### src/rtl/gshare_pht.sv
// gshare_pht: gshare pattern history table with branch/mispredict perf counters.
//
// Ports:
//   clk_i, rst_i        clock; synchronous active-high reset
//   pc_i, ghr_data_i    fetch PC and global history used to form the index
//   pred_taken_o        taken/not-taken prediction for pc_i (no read latency)
//   pred_idx_o          index used for the prediction, carried down to EX
//   update_en_i         resolved conditional branch present this cycle
//   update_idx_i        index captured at fetch for that branch
//   br_taken_i          actual outcome
//   pred_taken_i        prediction originally issued for that branch
//   mispredict_o        combinational mispredict flag for the update
//   br_count_o          resolved branches since reset (saturating)
//   mispred_count_o     mispredicted branches since reset (saturating)
module gshare_pht #(
    parameter int HISTORY_WIDTH = 8,
    parameter int INDEX_WIDTH   = 8,
    parameter int CNT_WIDTH     = 32
) (
    input  logic                     clk_i,
    input  logic                     rst_i,
    input  logic [31:0]              pc_i,
    input  logic [HISTORY_WIDTH-1:0] ghr_data_i,
    output logic                     pred_taken_o,
    output logic [INDEX_WIDTH-1:0]   pred_idx_o,
    input  logic                     update_en_i,
    input  logic [INDEX_WIDTH-1:0]   update_idx_i,
    input  logic                     br_taken_i,
    input  logic                     pred_taken_i,
    output logic                     mispredict_o,
    output logic [CNT_WIDTH-1:0]     br_count_o,
    output logic [CNT_WIDTH-1:0]     mispred_count_o
);

    localparam int DEPTH = 1 << INDEX_WIDTH;
    localparam logic [CNT_WIDTH-1:0] CNT_ONE = {{(CNT_WIDTH-1){1'b0}}, 1'b1};

    typedef struct packed {
        logic                   en;
        logic [INDEX_WIDTH-1:0] idx;
        logic                   taken;
    } upd_req_t;

    logic [1:0]             pht [DEPTH];
    logic [INDEX_WIDTH-1:0] ghr_ext;
    logic [1:0]             upd_cur;
    logic [1:0]             upd_next;
    logic [1:0]             rd_cur;
    upd_req_t               upd;
    logic [CNT_WIDTH-1:0]   br_count_q;
    logic [CNT_WIDTH-1:0]   mispred_count_q;

    assign upd = '{en: update_en_i, idx: update_idx_i, taken: br_taken_i};

    // History is zero-extended into the LSBs of the index.
    always_comb begin
        ghr_ext = '0;
        ghr_ext[HISTORY_WIDTH-1:0] = ghr_data_i;
    end

    assign pred_idx_o = pc_i[INDEX_WIDTH+1:2] ^ ghr_ext;

    // Saturating 2-bit counter step for the entry being trained.
    always_comb begin
        upd_cur  = pht[upd.idx];
        upd_next = upd_cur;
        if (upd.taken) begin
            if (upd_cur != 2'b11) upd_next = upd_cur + 2'd1;
        end else begin
            if (upd_cur != 2'b00) upd_next = upd_cur - 2'd1;
        end
    end

    // Same-cycle write to the entry being read forwards the post-update value.
    // Reset discards the update, so the forward is suppressed too and the
    // prediction is forced low.
    always_comb begin
        rd_cur = pht[pred_idx_o];
        if (upd.en && (upd.idx == pred_idx_o)) rd_cur = upd_next;
        pred_taken_o = rst_i ? 1'b0 : rd_cur[1];
    end

    assign mispredict_o = update_en_i & (br_taken_i != pred_taken_i);

    always_ff @(posedge clk_i) begin
        if (rst_i) begin
            for (int i = 0; i < DEPTH; i++) pht[i] <= 2'b01;
        end else if (upd.en) begin
            pht[upd.idx] <= upd_next;
        end
    end

    // Perf counters saturate at all-ones rather than wrapping.
    always_ff @(posedge clk_i) begin
        if (rst_i) begin
            br_count_q      <= '0;
            mispred_count_q <= '0;
        end else if (update_en_i) begin
            if (br_count_q != '1) br_count_q <= br_count_q + CNT_ONE;
            if (mispredict_o && (mispred_count_q != '1))
                mispred_count_q <= mispred_count_q + CNT_ONE;
        end
    end

    assign br_count_o      = br_count_q;
    assign mispred_count_o = mispred_count_q;

endmodule

### config.mk
export PLATFORM = sky130hd
export DESIGN_NAME = gshare_pht
export DESIGN_NICKNAME = d
export VERILOG_FILES = /design/src/rtl/gshare_pht.sv
export SDC_FILE = /design/constraint.sdc
export NUM_CORES = 1
export LEC_CHECK = 0
export BUFFER_PORTS_ARGS = -buffer_cell sky130_fd_sc_hd__buf_2
export CORE_UTILIZATION = 63
export CTS_CLUSTER_SIZE = 28
export DETAILED_ROUTE_END_ITERATION = 7
export PLACE_DENSITY = 0.81
export REMOVE_ABC_BUFFERS = 1
export SLEW_MARGIN = 20
export SYNTH_ARGS = -nofsm -noshare
export SYNTH_HDL_FRONTEND = slang
export SYNTH_SLANG_ARGS = --single-unit
export TNS_END_PERCENT = 100
### constraint.sdc
create_clock -name clk_i -period 3.5 [get_ports clk_i]
set_input_delay 0.35 -clock clk_i [delete_from_list [all_inputs] [get_ports clk_i]]
set_output_delay 0.35 -clock clk_i [all_outputs]
set_load 0.01 [all_outputs]
==> impl_metrics.py <==
metrics = {
    "routing": {
        "first_iter_violations": 4404,
        "post_drt_wl_per_cell_um": 30.2,
        "ant_nets": 0,
        "drc": 12,
        "finalWirelength_um": 96700,
        "drtPass1Iterations": 8,
        "vias": 24000,
        "vias_per_cell": 7.50,
    },
    "setup_path": {
        "critPathMaxFanout": 2,
        "worst_setup_path_start_kind": "register",
        "crit_type": "register to output pin",
        "timing.rr.start": "pht[147][1]$_SDFFCE_PN0P_",
        "end_kind": "output pin",
        "crit_required_ps": 3150,
        "critPathArrivalTime_ps": 3260,
        "r2r_slack_ps": 180,
        "r2r_end": "pht[117][1]$_SDFFCE_PN0P_",
        "worst_r2r_path_depth": 11,
    },
    "sta": {
        "fin_hold_ws_ps": 62.3,
        "clock.fmax_mhz": 277,
        "tightest_slew_ps": 1220,
        "grt_setup_unrepaired": "yes",
        "slew-limit-headroom_pct": 18.8,
        "fin_ws_ps": -107,
        "tns_ps": -107,
        "slew_viol_final": 0,
        "setup_viol": 1,
        "final-hold-violation-count": 0,
        "clock_skew_ps": 21.2,
        "final.period_utilization_pct": 103,
        "min_period_ps": 3610,
    },
    "global_routing": {
        "grt_max_degree": 180,
        "grt_pass1_wl_um": 143000,
        "grt_pass1_vias": 23800,
        "antenna_found_initial": 4,
        "overflow": 0,
        "grt_use_total_pct": 39.1,
    },
    "clock_network": {
        "worstSkewPairLatency_ps": 640,
        "clock-sinks": 576,
        "clk_pin_slew_ps": 60,
        "tritoncts": "built",
        "hold_buffers": 0,
        "root_buffer": "clkbuf_16",
        "clockBufferDepth": 3,
        "htree_levels": 2,
        "cts_buffers": 59,
    },
    "synthesis": {
        "yosysSeqAreaShare_pct": 54.5,
        "synthFlopType": "edfxtp_1",
        "synth-edff-count": 512,
        "synth_area_um2": 30500,
        "synth.distinct_cells": 47,
        "ys_warn_count": 0,
        "synthArstFlopShare_pct": 0,
        "synthCells": 2433,
        "ys_ff_latch": 576,
        "postSynthAreaPerCell_um2": 12.6,
    },
    "placement": {
        "gp_congestion": 0.994,
        "dpl_cell_area_um2": 32800,
        "dp_hpwl_um": 60500,
        "port_buffers": 102,
        "dp.cells": 3080,
        "dp_slack_ps": -315,
    },
    "floorplan": {
        "die_w_um": 222,
        "fp-row-count": 80,
        "boundaryPins": 127,
        "core-area_um2": 47700,
        "die_area_um2": 49400,
        "die_h_um": 222,
        "initial_core_util_pct": 64.0,
    },
    "worst_hold_path": {
        "hold_path.class": "primary input to register",
        "hp-start": "rst_i",
        "min_path_cells": 2,
        "hold_end": "br_count_o[14]$_SDFFE_PP0P_",
    },
    "final_layout": {
        "drive_gt1_share_pct": 27.1,
        "layout.area.seq_um2": 16700,
        "fin_area_um2": 35100,
        "utilization_pct": 73.4,
        "nets": 2583,
        "fin_cells": 3199,
        "multi_input_area_um2": 12700,
        "fillers": 2910,
        "area_growth_pct": 14.8,
    },
    "power_and_ir_drop": {
        "finalPower_mw": 16.6,
        "irDropWorstVdd_mv": 0.311,
        "leakagePower_nw": 11.6,
        "power.density_nw_per_um2": 474,
    },
    "flow_run": {
        "maxCapViolations": 0,
    },
    "status": {
        "violations": "DRC, setup timing",
        "status": "finished, violations left",
    },
}
## critical path, stage by stage (launching register included)
cell and delay, ps:
edfxtp_1 420, mux4_2 530, a22oi_1 300, a21oi_1 170
nor4_4 310, o22ai_1 180, nor2_2 190, maj3_4 250
a211oi_4 80, buf_2 180
## synth_stat cells, types with 25 or more instances
library cell	instances	area share (%)
edfxtp_1	512	50
nand3_1	275	4.5
nor3_1	241	3.9
a21o_1	209	5.1
mux4_2	192	14
clkbuf_1	188	2.3
nor2_1	121	1.5
nand2_1	100	1.2
a22oi_1	83	2.0
dfxtp_1	64	4.2
a21oi_1	51	0.84
buf_6	51	1.9
xor2_1	39	1.1
nand2b_1	30	0.61
o21bai_1	29	0.71
xnor2_1	25	0.72
## layout make-up
| type | count | share of cell area, % |
|---|---|---|
| Clock inverter | 32 | 0.971 |
| Multi-Input combinational cell | 1558 | 36.2 |
| Timing Repair Buffer | 325 | 8.36 |
| Sequential cell | 576 | 47.5 |
| Clock buffer | 79 | 4.66 |
| Inverter | 8 | 0.0857 |
| Tap cell | 615 | 2.20 |
| Antenna cell | 6 | 0.0428 |
## registers in the layout (all words and copies together) (netlist names)
name	count
br_count_o	32
mispred_count_o	32
pht	512
## report_power, final
| part | switching [mW] | total, mW | internal (mW) | leakage (nW) |
|---|---|---|---|---|
| clock | 2.73 | 6.51 | 3.78 | 0.958 |
| combinational | 1.47 | 2.47 | 1.00 | 5.73 |
| sequential | 0.0713 | 7.64 | 7.57 | 4.95 |
## cell usage in the layout (no fill, tap or decap), drive strengths merged, types with 2 or more instances in the layout
cell type / count
a21o: 209
a21oi: 51
a221oi: 4
a22o: 7
a22oi: 83
and2: 6
and3: 12
and4: 7
buf: 325
bufinv: 7
clkbuf: 79
clkinv: 21
clkinvlp: 4
dfxtp: 64
diode: 6
edfxtp: 512
ha: 2
inv: 8
maj3: 2
mux2i: 2
mux4: 192
nand2: 100
nand2b: 30
nand3: 284
nand4: 18
nand4b: 2
nor2: 122
nor2b: 11
nor3: 241
nor4: 22
o2111ai: 2
o21ai: 18
o21bai: 29
o22ai: 5
or2: 8
or3: 16
or4: 5
xnor2: 25
xor2: 39
## how the worst max path moves through the flow
stage	slack [ps]	start	to
2_1_floorplan	-4470	ghr_data_i[0]	pred_taken_o
6_report	-110	pht[147][1]$_SDFFCE_PN0P_	pred_taken_o
3_5_place_dp	-320	update_idx_i[0]	pht[248][0]$_SDFFCE_PN1P_
4_1_cts	-4	pht[52][0]$_SDFFCE_PN1P_	pred_taken_o
5_1_grt	-130	pht[174][0]$_SDFFCE_PN1P_	pred_taken_o
3_3_place_gp	-320	update_idx_i[0]	pht[120][1]$_SDFFCE_PN0P_
## cell families (layout without fill, tap and decap cells)
kind of cell / after synthesis / count (layout) / synth area share (%)
muxes: 194 / 194 / 14.2
buffers and inverters: 299 / 444 / 5.23
and+or+nand+nor: 885 / 885 / 14.4
AOI/OAI and AO/OA: 411 / 411 / 9.60
DFF: 576 / 576 / 54.5
xor gates and xnor gates: 64 / 64 / 1.84
other: 0 / 6 / 0
adders and majority gates: 4 / 4 / 0.164
## what timing repair did
item	4_1_cts	5_1_grt
resized for setup	48	4
pin swaps	26	1
endpoints found under the setup margin	1	1
buffers inserted	2	2
## routing by layer
layer	routed length [um]	track usage (%)	vias to the layer above
met5	95	1.37	-
met4	6640	24.4	2
met3	15600	13.5	517
met2	43800	59.4	2219
met1	30600	48.3	11600
li1	-	-	9638
No activity file was read; power rests on OpenSTA's default activity.
